$ cat src/rtl/addsub_arbiter_pkg.sv
// Shared definitions for the add/subtract arbiter: default operand width,
// FSM state encoding and the operation codes understood by the shared unit.
package addsub_arbiter_pkg;

    localparam int WIDTH_DEFAULT = 4;

    // Sequencer states: waiting for a request, or one operation in flight.
    typedef enum logic {
        ST_IDLE = 1'b0,
        ST_EXEC = 1'b1
    } state_t;

    // Operation code driven on the shared unit's control input.
    typedef enum logic {
        OP_ADD = 1'b0,
        OP_SUB = 1'b1
    } op_t;

endpackage

$ cat src/rtl/addsub_rr_picker.sv
// Combinational two-way round-robin picker. A lone valid requester always
// wins; on contention the requester that was not served last wins.
module addsub_rr_picker (
    input  logic [1:0] req_valid,
    input  logic       last_served,
    output logic [1:0] winner,
    output logic       winner_id
);

    // Pick the winner and encode its index alongside the one-hot vector.
    always_comb begin
        winner    = 2'b00;
        winner_id = 1'b0;
        if (req_valid == 2'b11) begin
            winner_id = ~last_served;
            winner    = last_served ? 2'b01 : 2'b10;
        end else if (req_valid[0]) begin
            winner_id = 1'b0;
            winner    = 2'b01;
        end else if (req_valid[1]) begin
            winner_id = 1'b1;
            winner    = 2'b10;
        end
    end

endmodule

$ cat src/rtl/addsub_arbiter.sv
// Round-robin sequencer sharing one external add/subtract unit between two
// requesters. Operands are registered toward the unit at transfer, and the
// unit's sum/carry are captured one cycle later with a one-hot done pulse.
module addsub_arbiter
    import addsub_arbiter_pkg::*;
#(
    parameter int WIDTH = WIDTH_DEFAULT,
    parameter int NREQ  = 2
) (
    input  logic                  clk_in,
    input  logic                  reset_n_in,
    input  logic [NREQ-1:0]       req_valid_in,
    input  logic [NREQ*WIDTH-1:0] req_a_in,
    input  logic [NREQ*WIDTH-1:0] req_b_in,
    input  logic [NREQ-1:0]       req_control_in,
    output logic [NREQ-1:0]       grant_out,
    output logic                  busy_out,
    output logic [NREQ-1:0]       done_out,
    output logic [WIDTH-1:0]      res_sum_out,
    output logic                  res_carry_out,
    output logic [WIDTH-1:0]      au_a_out,
    output logic [WIDTH-1:0]      au_b_out,
    output logic                  au_control_out,
    input  logic [WIDTH-1:0]      au_sum_in,
    input  logic                  au_carry_in
);

    state_t             state_reg, state_next;
    logic               last_served_reg;
    logic               id_reg;
    logic               busy_reg;
    logic [NREQ-1:0]    done_reg;
    logic [WIDTH-1:0]   res_sum_reg;
    logic               res_carry_reg;
    logic [WIDTH-1:0]   au_a_reg, au_b_reg;
    op_t                au_op_reg;

    logic [NREQ-1:0]    winner;
    logic               winner_id;
    logic               transfer, capture;
    logic [WIDTH-1:0]   a_vec [NREQ];
    logic [WIDTH-1:0]   b_vec [NREQ];

    // Unpack the per-requester operand lanes.
    genvar gi;
    generate
        for (gi = 0; gi < NREQ; gi++) begin : g_lane
            assign a_vec[gi] = req_a_in[gi*WIDTH +: WIDTH];
            assign b_vec[gi] = req_b_in[gi*WIDTH +: WIDTH];
        end
    endgenerate

    addsub_rr_picker u_picker (
        .req_valid   (req_valid_in),
        .last_served (last_served_reg),
        .winner      (winner),
        .winner_id   (winner_id)
    );

    // Next-state logic: a winner in IDLE transfers; EXEC always lasts one cycle.
    always_comb begin
        state_next = state_reg;
        transfer   = 1'b0;
        capture    = 1'b0;
        case (state_reg)
            ST_IDLE: begin
                if (|winner) begin
                    transfer   = 1'b1;
                    state_next = ST_EXEC;
                end
            end
            ST_EXEC: begin
                capture    = 1'b1;
                state_next = ST_IDLE;
            end
        endcase
    end

    // Grant is only offered while idle, so it never overlaps an in-flight op.
    assign grant_out = (state_reg == ST_IDLE) ? winner : '0;

    // State, fairness pointer and the id of the operation in flight.
    always_ff @(posedge clk_in or negedge reset_n_in) begin
        if (!reset_n_in) begin
            state_reg       <= ST_IDLE;
            last_served_reg <= 1'b1;
            id_reg          <= 1'b0;
        end else begin
            state_reg <= state_next;
            if (transfer) begin
                id_reg <= winner_id;
            end
            if (capture) begin
                last_served_reg <= id_reg;
            end
        end
    end

    // Operand launch toward the shared unit and result capture from it.
    always_ff @(posedge clk_in or negedge reset_n_in) begin
        if (!reset_n_in) begin
            au_a_reg      <= '0;
            au_b_reg      <= '0;
            au_op_reg     <= OP_ADD;
            busy_reg      <= 1'b0;
            done_reg      <= '0;
            res_sum_reg   <= '0;
            res_carry_reg <= 1'b0;
        end else begin
            busy_reg <= transfer;
            done_reg <= capture ? (NREQ'(1) << id_reg) : '0;
            if (transfer) begin
                au_a_reg  <= a_vec[winner_id];
                au_b_reg  <= b_vec[winner_id];
                au_op_reg <= op_t'(req_control_in[winner_id]);
            end
            if (capture) begin
                res_sum_reg   <= au_sum_in;
                res_carry_reg <= au_carry_in;
            end
        end
    end

    assign busy_out       = busy_reg;
    assign done_out       = done_reg;
    assign res_sum_out    = res_sum_reg;
    assign res_carry_out  = res_carry_reg;
    assign au_a_out       = au_a_reg;
    assign au_b_out       = au_b_reg;
    assign au_control_out = au_op_reg;

endmodule
$ cat config.mk
export PLATFORM = sky130hd
export DESIGN_NAME = addsub_arbiter
export DESIGN_NICKNAME = d
export VERILOG_FILES = /design/src/rtl/addsub_arbiter_pkg.sv /design/src/rtl/addsub_rr_picker.sv /design/src/rtl/addsub_arbiter.sv
export SDC_FILE = /design/constraint.sdc
export NUM_CORES = 1
export LEC_CHECK = 0
export ABC_AREA = 1
export CAP_MARGIN = 20
export CORE_MARGIN = 10
export CORE_UTILIZATION = 42
export CTS_CLUSTER_DIAMETER = 30
export DETAILED_ROUTE_END_ITERATION = 6
export GPL_ROUTABILITY_DRIVEN = 0
export GPL_TIMING_DRIVEN = 0
export PLACE_DENSITY = 0.83
export RECOVER_POWER = 100
export SETUP_SLACK_MARGIN = 0.2
export SLEW_MARGIN = 20
export SYNTH_ARGS = -nofsm -noshare
export SYNTH_HDL_FRONTEND = slang
export SYNTH_SLANG_ARGS = --single-unit
$ cat constraint.sdc
create_clock -name clk_in -period 3.4 [get_ports clk_in]
set_input_delay 1.02 -clock clk_in [delete_from_list [all_inputs] [get_ports clk_in]]
set_output_delay 1.02 -clock clk_in [all_outputs]
set_load 0.1 [all_outputs]
==> qor.yml, run 1 <==
outcome:
  status: "finished, final reports clean"
synthesis:
  synthCells: 111
  synth_cell_types: 15
  syn_nets: 138
  avgSynthCellArea_um2: 8.40
  syn_area_um2: 932
  seq_area_frac_synth: 0.511
  synth-seq-cells: 19
  yosysWarnings: 0
timing:
  fin_crit_ns: 3.00
  worst_pin_slew_ns: 1.02
  relSlewSlack: 0.320
  hold_viol_final: 0
  whs_ns: 0.467
  period_share: 0.883
  grt_setup_unrepaired: "no"
  fmax_ghz: 0.333
  final_max_slew_viol_count: 0
  setup_viol: 0
  skew_ns: 0.00419
setup_path:
  critPathLaunchType: "input pin"
  cp.required_ns: 2.38
  cp-end-kind: "output pin"
  cp.arrival_ns: 1.98
  path_class: "input pin to output pin"
  path_cells: "clkdlybuf4s25_1 -> inv_2 -> nor2_4 -> nand2_1 -> buf_6 -> inv_1 -> buf_12"
  cp_slowest_cell: "clkdlybuf4s25_1"
  slowest_delay_ns: 0.28
  critPathMaxFanout: 10
route:
  post_drt_wl_per_cell_um: 14.3
  drc: 0
  via_per_inst: 4.68
  drt_iter0_drc: 16
  wirelength_um: 2680
  vias: 876
  drtAntennaViolNets: 0
  first_pass_iters: 4
layout:
  drive_gt1_frac: 0.100
  register_area_um2: 477
  n_antenna_cell: 0
  nets: 188
  multi_input_area_um2: 373
  num-fill-cells: 167
  syn_to_final_growth_pct: 55.2
clocking:
  clk_latency_ns: 0.30
  post-cts-setup-buffer-count: 0
  htree_num_levels: 1
  hold_buffers: 0
  clock-root-buffer: "clkbuf_4"
  ctsLongestPathBuffers: 2
  path_clk_slew_ns: 0.12
  cts_made_buffers: 3
  cts_repair_resize_count: 14
  cts_tree: "done"
  cts_sinks: 19
global_route:
  antenna_found_initial: 0
  grt_pass1_wl_um: 3950
  grt_use_total: 0.115
  grt_pass1_vias: 870
  grt_max_degree: 20
  overflow: 0
floorplan:
  dieArea_um2: 4500
  rows: 16
  io_pins: 46
  coreArea_um2: 2040
  dieHeight_um: 67.1
  die_w_um: 67.1
  initial_utilization: 0.456
job:
  maxCapViolations: 0
worst_hold_path:
  worstHoldPathType: "flip-flop to flip-flop"
placed_design:
  hpwl_um: 2140
  portBuffers: 45
[critical path: cells and delay by family]
kind          cells  cell delay [ns]
simple gates      2             0.18
buf+inv           5             0.77
[final timing paths]
| check | from | to | depth (start not counted) | slack, ns |
|---|---|---|---|---|
| max in group asynchronous | reset_n_in | au_a_out[2] | 1 | 1.65 |
| max reg2reg | last_served_reg | au_a_out[0] | 7 | 1.95 |
| min | id_reg | done_out[0] | 1 | 0.47 |
| max | req_valid_in[0] | grant_out[0] | 7 | 0.40 |
| min reg2reg | id_reg | done_out[0] | 1 | 0.47 |
| min in group asynchronous | reset_n_in | id_reg | 1 | 1.25 |
[cells in the mapped netlist (all sizes together)]
master | n | share of area
nor2 | 2 | 0.016
nand3 | 19 | 0.12
inv | 6 | 0.030
buf | 5 | 0.056
nand2 | 59 | 0.27
o21ai | 1 | 0.0054
dfrtp | 18 | 0.48
dfstp | 1 | 0.028
[area by class of cell]
type	count	area share
repair buffers	45	0.324
well taps	27	0.0234
inverters	6	0.0190
clock buffers	3	0.0156
flip-flops and latches	19	0.330
plain buffers	5	0.0260
clock inverters	1	0.00519
multi-input cells	81	0.258
[cells by family (layout without fill, tap and decap cells)]
kind of cell / after synthesis / after routing / synth area share
buffers and inverters: 11 / 60 / 0.0859
DFF: 19 / 19 / 0.511
and+or+nand+nor: 80 / 80 / 0.397
AOI/OAI and AO/OA: 1 / 1 / 0.00536
[metal layers]
metal	part of all wire	global-route usage	routed length, µm	vias to the layer above
met5	0	0	0	-
met4	0.023	0.0718	61	0
met3	0.038	0.0184	102	4
met2	0.59	0.220	1580	14
met1	0.35	0.112	939	410
li1	-	-	-	448
[cell usage in the layout (no fill, tap or decap), drive strengths merged]
cell type,instances
dlymetal6s2s,1
dlygate4sd3,23
dfstp,1
o21ai,1
inv,6
nand3,19
nand2,59
dfrtp,18
clkdlybuf4s25,1
nor2,2
clkdlybuf4s50,18
clkbuf,5
clkinvlp,1
buf,5
[stage by stage]
stage                      util  instance area [µm²]  TNS [ns]  cells  setup WS (ns)
after floorplan               -                  932         0    111          0.408
after global placement    0.694                 1420     -1.31    183         -0.663
final                     0.708                 1450         0    187          0.397
after detailed placement  0.694                 1420     -1.36    183         -0.696
after CTS                 0.710                 1450         0    187          0.189
after global routing      0.708                 1450         0    187          0.340
Power of run 1 is not shown: default switching activity piles up to over one toggle a cycle in this logic, so the estimate is an artifact.
==> run 2: changes to the inputs <==
--- a/config.mk
+++ b/config.mk
@@ -7,7 +7,7 @@
 export LEC_CHECK = 0
 export ABC_AREA = 1
 export CAP_MARGIN = 20
-export CORE_MARGIN = 10
+export CORE_MARGIN = 2
 export CORE_UTILIZATION = 42
 export CTS_CLUSTER_DIAMETER = 30
 export DETAILED_ROUTE_END_ITERATION = 6
==> run 2 against run 1 <==
Via count up 1.4%. Worst setup slack lost 0.24 ns. Largest cell class unchanged. Worst hold slack got worse by 0.015 ns. Highest routed layer unchanged. Non-clock buffer count stayed put.
==> qor.yml, run 2 (synthesized netlist as in run 1, its figures left out) <==
clocking:
  clk_latency_ns: 0.29
  htree_num_levels: 1
  cts_repair_resize_count: 14
  cts_tree: "done"
  path_clk_slew_ns: 0.10
  hold_buffers: 0
  clock-root-buffer: "clkbuf_4"
  cts_made_buffers: 3
  ctsLongestPathBuffers: 2
  post-cts-setup-buffer-count: 0
  cts_sinks: 19
timing:
  period_share: 0.953
  hold_viol_final: 0
  worst_pin_slew_ns: 0.994
  whs_ns: 0.452
  fmax_ghz: 0.309
  fin_crit_ns: 3.24
  final_max_slew_viol_count: 0
  skew_ns: 0.00169
  relSlewSlack: 0.335
  setup_viol: 0
  grt_setup_unrepaired: "yes"
setup_path:
  path_class: "input pin to output pin"
  critPathLaunchType: "input pin"
  slowest_delay_ns: 0.57
  cp-end-kind: "output pin"
  path_cells: "dlygate4sd3_1 -> inv_1 -> nor2_4 -> nand2_1 -> buf_6 -> inv_2 -> buf_12"
  cp_num_buf_inv: 5
  cp_top_family: "buffers and inverters"
  critPathMaxFanout: 10
  cp.required_ns: 2.38
  cp.arrival_ns: 2.22
  cp_slowest_cell: "dlygate4sd3_1"
floorplan:
  dieHeight_um: 51.1
  rows: 17
  io_pins: 46
  initial_utilization: 0.434
  dieArea_um2: 2610
  coreArea_um2: 2150
  die_w_um: 51.1
global_route:
  grt_use_total: 0.169
  grt_pass1_vias: 836
  overflow: 0
  antenna_found_initial: 0
  grt_max_degree: 20
  grt_pass1_wl_um: 3340
layout:
  drive_gt1_frac: 0.106
  layout_commonest_cell: "nand2_1"
  syn_to_final_growth_pct: 55.3
  instances_no_fill: 188
  nets: 188
  final_cell_mix: "57 x nand2_1, 24 x dlygate4sd3_1, 18 x nand3_1, 18 x dfrtp_1, 18 x clkdlybuf4s50_1"
  num-fill-cells: 170
  n_antenna_cell: 0
route:
  first_pass_iters: 5
  wirelength_um: 2050
  post_drt_wl_per_cell_um: 10.9
  via_per_inst: 4.72
  drtAntennaViolNets: 0
  drc: 0
  vias: 888
  drt_iter0_drc: 11
worst_hold_path:
  worstHoldPathType: "flip-flop to flip-flop"
job:
  maxCapViolations: 0
placed_design:
  portBuffers: 45
  dp.cells: 184
  hpwl_um: 1580
outcome:
  status: "finished, final reports clean"
## run 2: through the flow
| stage | util | setup TNS [ns] | setup WS [ns] | cell area [µm²] |
|---|---|---|---|---|
| after global placement | 0.660 | -1.32 | -0.664 | 1420 |
| after CTS | 0.674 | 0 | 0.210 | 1450 |
| final | 0.674 | 0 | 0.159 | 1450 |
| after global routing | 0.674 | 0 | 0.0838 | 1450 |
| after floorplan | - | 0 | 0.408 | 932 |
| after detailed placement | 0.660 | -1.33 | -0.668 | 1420 |
## run 2: final cells by class
type	instances	area, µm²	area share
Timing Repair Buffer	45	468	0.323
Multi-Input combinational cell	81	368	0.254
Tap cell	28	35.0	0.0242
Buffer	5	45.0	0.0311
Sequential cell	19	477	0.329
Inverter	6	27.5	0.0190
Clock buffer	3	22.5	0.0156
Clock inverter	1	5.00	0.00346
## run 2: layer usage
| layer | vias to the layer above | global-route usage | routed length [µm] |
|---|---|---|---|
| li1 | 449 | - | - |
| met1 | 390 | 0.198 | 864 |
| met2 | 47 | 0.292 | 949 |
| met3 | 2 | 0.0439 | 228 |
| met4 | 0 | 0.0676 | 11 |
| met5 | - | 0 | 0 |
## run 2: worst reg2reg max path, cell delays in order, from the launching register on
cell and delay (ns):
dfrtp_1 0.35, clkbuf_1 0.45, inv_6 0.09, nand3_4 0.11, nand2_1 0.21, nand2_1 0.15, nand2_1 0.06
## run 2: worst paths after layout
kind                                  from      endpoint  slack (ns)  cells after the start
setup / recovery           req_valid_in[0]  grant_out[0]        0.16                      7
hold / removal                      id_reg   done_out[0]        0.45                      1
setup reg to reg                  busy_out   au_a_out[0]        1.87                      6
hold reg to reg                     id_reg   done_out[0]        0.45                      1
max in group asynchronous       reset_n_in        id_reg        1.63                      1
min in group asynchronous       reset_n_in   done_out[0]        1.26                      1
Power of run 2 is left out for the same reason.
==> run 3: changes to the inputs <==
--- a/config.mk
+++ b/config.mk
@@ -7,6 +7,7 @@
 export LEC_CHECK = 0
 export ABC_AREA = 1
 export CAP_MARGIN = 20
+export CORE_ASPECT_RATIO = 1.2
 export CORE_MARGIN = 2
 export CORE_UTILIZATION = 42
 export CTS_CLUSTER_DIAMETER = 30
==> run 3 against run 2 <==
Clock-buffer cell count is the same. Cell count rose by 1.1%. Routed wire length rose by 6.4%. Final area shrank 0.35%. Sequential cell count is the same. Via count shrank 0.34%. Critical path type unchanged. Largest cell class unchanged.
==> qor.yml, run 3 (synthesized netlist as in run 1, its figures left out) <==
worst_hold_path:
  worstHoldStart: "id_reg"
  min_to: "done_out[0]"
  worstHoldPathType: "flip-flop to flip-flop"
  holdPathStages: 1
global_route:
  grt_max_degree: 20
  grt_pass1_wl_um: 3510
  overflow: 0
  antenna_found_initial: 0
  grt_use_total: 0.181
  grt_pass1_vias: 888
floorplan:
  dieArea_um2: 2610
  dieHeight_um: 55.6
  io_pins: 46
  coreArea_um2: 2070
  die_w_um: 47.0
  rows: 18
  initial_utilization: 0.450
placed_design:
  portBuffers: 45
  hpwl_um: 1670
  dpl_cell_area_um2: 1420
setup_path:
  r2r-end: "au_a_out[0]"
  critPathLaunchType: "input pin"
  cp-end-kind: "output pin"
  cp.required_ns: 2.38
  critPathMaxFanout: 10
  reg2reg_depth: 6
  path_class: "input pin to output pin"
  reg2reg_from: "busy_out"
  rrSetupSlack_ns: 1.97
  cp.arrival_ns: 2.11
outcome:
  status: "finished, final reports clean"
route:
  first_pass_iters: 4
  drc: 0
  via_per_inst: 4.66
  wirelength_um: 2190
  post_drt_wl_per_cell_um: 11.5
  drt_iter0_drc: 19
  drtAntennaViolNets: 0
  vias: 885
timing:
  fmax_ghz: 0.320
  grt_setup_unrepaired: "no"
  relSlewSlack: 0.340
  fin_crit_ns: 3.13
  final_max_slew_viol_count: 0
  hold_viol_final: 0
  worst_pin_slew_ns: 0.987
  setup_viol: 0
  period_share: 0.920
  skew_ns: 0.00183
clocking:
  clock-root-buffer: "clkbuf_4"
  ctsLongestPathBuffers: 2
  htree_num_levels: 1
  cts_tree: "done"
  clk_latency_ns: 0.30
  post-cts-setup-buffer-count: 0
  cts_sinks: 19
  path_clk_slew_ns: 0.10
  cts_made_buffers: 3
layout:
  final_cell_mix: "56 x nand2_1, 23 x dlygate4sd3_1, 18 x nand3_1, 18 x dfrtp_1, 18 x clkdlybuf4s50_1"
  drive_gt1_frac: 0.106
  n_antenna_cell: 0
  syn_to_final_growth_pct: 54.8
  fin_area_um2: 1440
  layout_commonest_cell: "nand2_1"
  nets: 188
job:
  maxCapViolations: 0
## run 3: worst max-delay path by stage
stage | start | endpoint | slack, ns | cells past startpoint
after detailed placement | req_valid_in[1] | grant_out[0] | -0.73 | 6
after floorplan | req_valid_in[0] | grant_out[1] | 0.41 | 4
after global routing | req_valid_in[1] | grant_out[1] | 0.21 | 5
after global placement | req_valid_in[0] | grant_out[0] | -0.65 | 7
final | req_valid_in[1] | grant_out[1] | 0.27 | 5
after CTS | req_valid_in[0] | grant_out[0] | 0.20 | 7
## run 3: layout make-up
class                   instances  area [µm²]
fillers                       190         629
repair buffers                 45         457
well taps                      30        37.5
flip-flops and latches         19         477
inverters                       6        27.5
clock inverters                 1        5.00
clock buffers                   3        22.5
multi-input cells              81         375
plain buffers                   5        41.3
## run 3: through the flow
stage	hold WS (ns)	util	TNS [ns]	worst slack, ns	std cells
final	0.467	0.696	0	0.273	190
after CTS	0.456	0.699	0	0.200	190
after global placement	0.444	0.685	-1.29	-0.655	186
after global routing	0.502	0.696	0	0.211	190
after detailed placement	0.438	0.685	-1.43	-0.733	186
after floorplan	0.423	-	0	0.408	111
## run 3: worst max-delay path: stages
cell,delay [ns]
dlygate4sd2_1,0.31
nand3_4,0.12
buf_6,0.16
inv_1,0.05
clkbuf_2,0.44
## run 3: metal layers
| layer | share of wire | track usage |
|---|---|---|
| met1 | 0.39 | 0.205 |
| met2 | 0.52 | 0.313 |
| met5 | 0 | 0 |
| met4 | 0.011 | 0.0833 |
| met3 | 0.077 | 0.0292 |
## run 3: what timing repair did
action / in CTS / in global routing
hold buffers: 0 / 0
setup endpoints to repair: 2 / 2
resized for setup: 15 / 6
Power of run 3 is left out for the same reason.
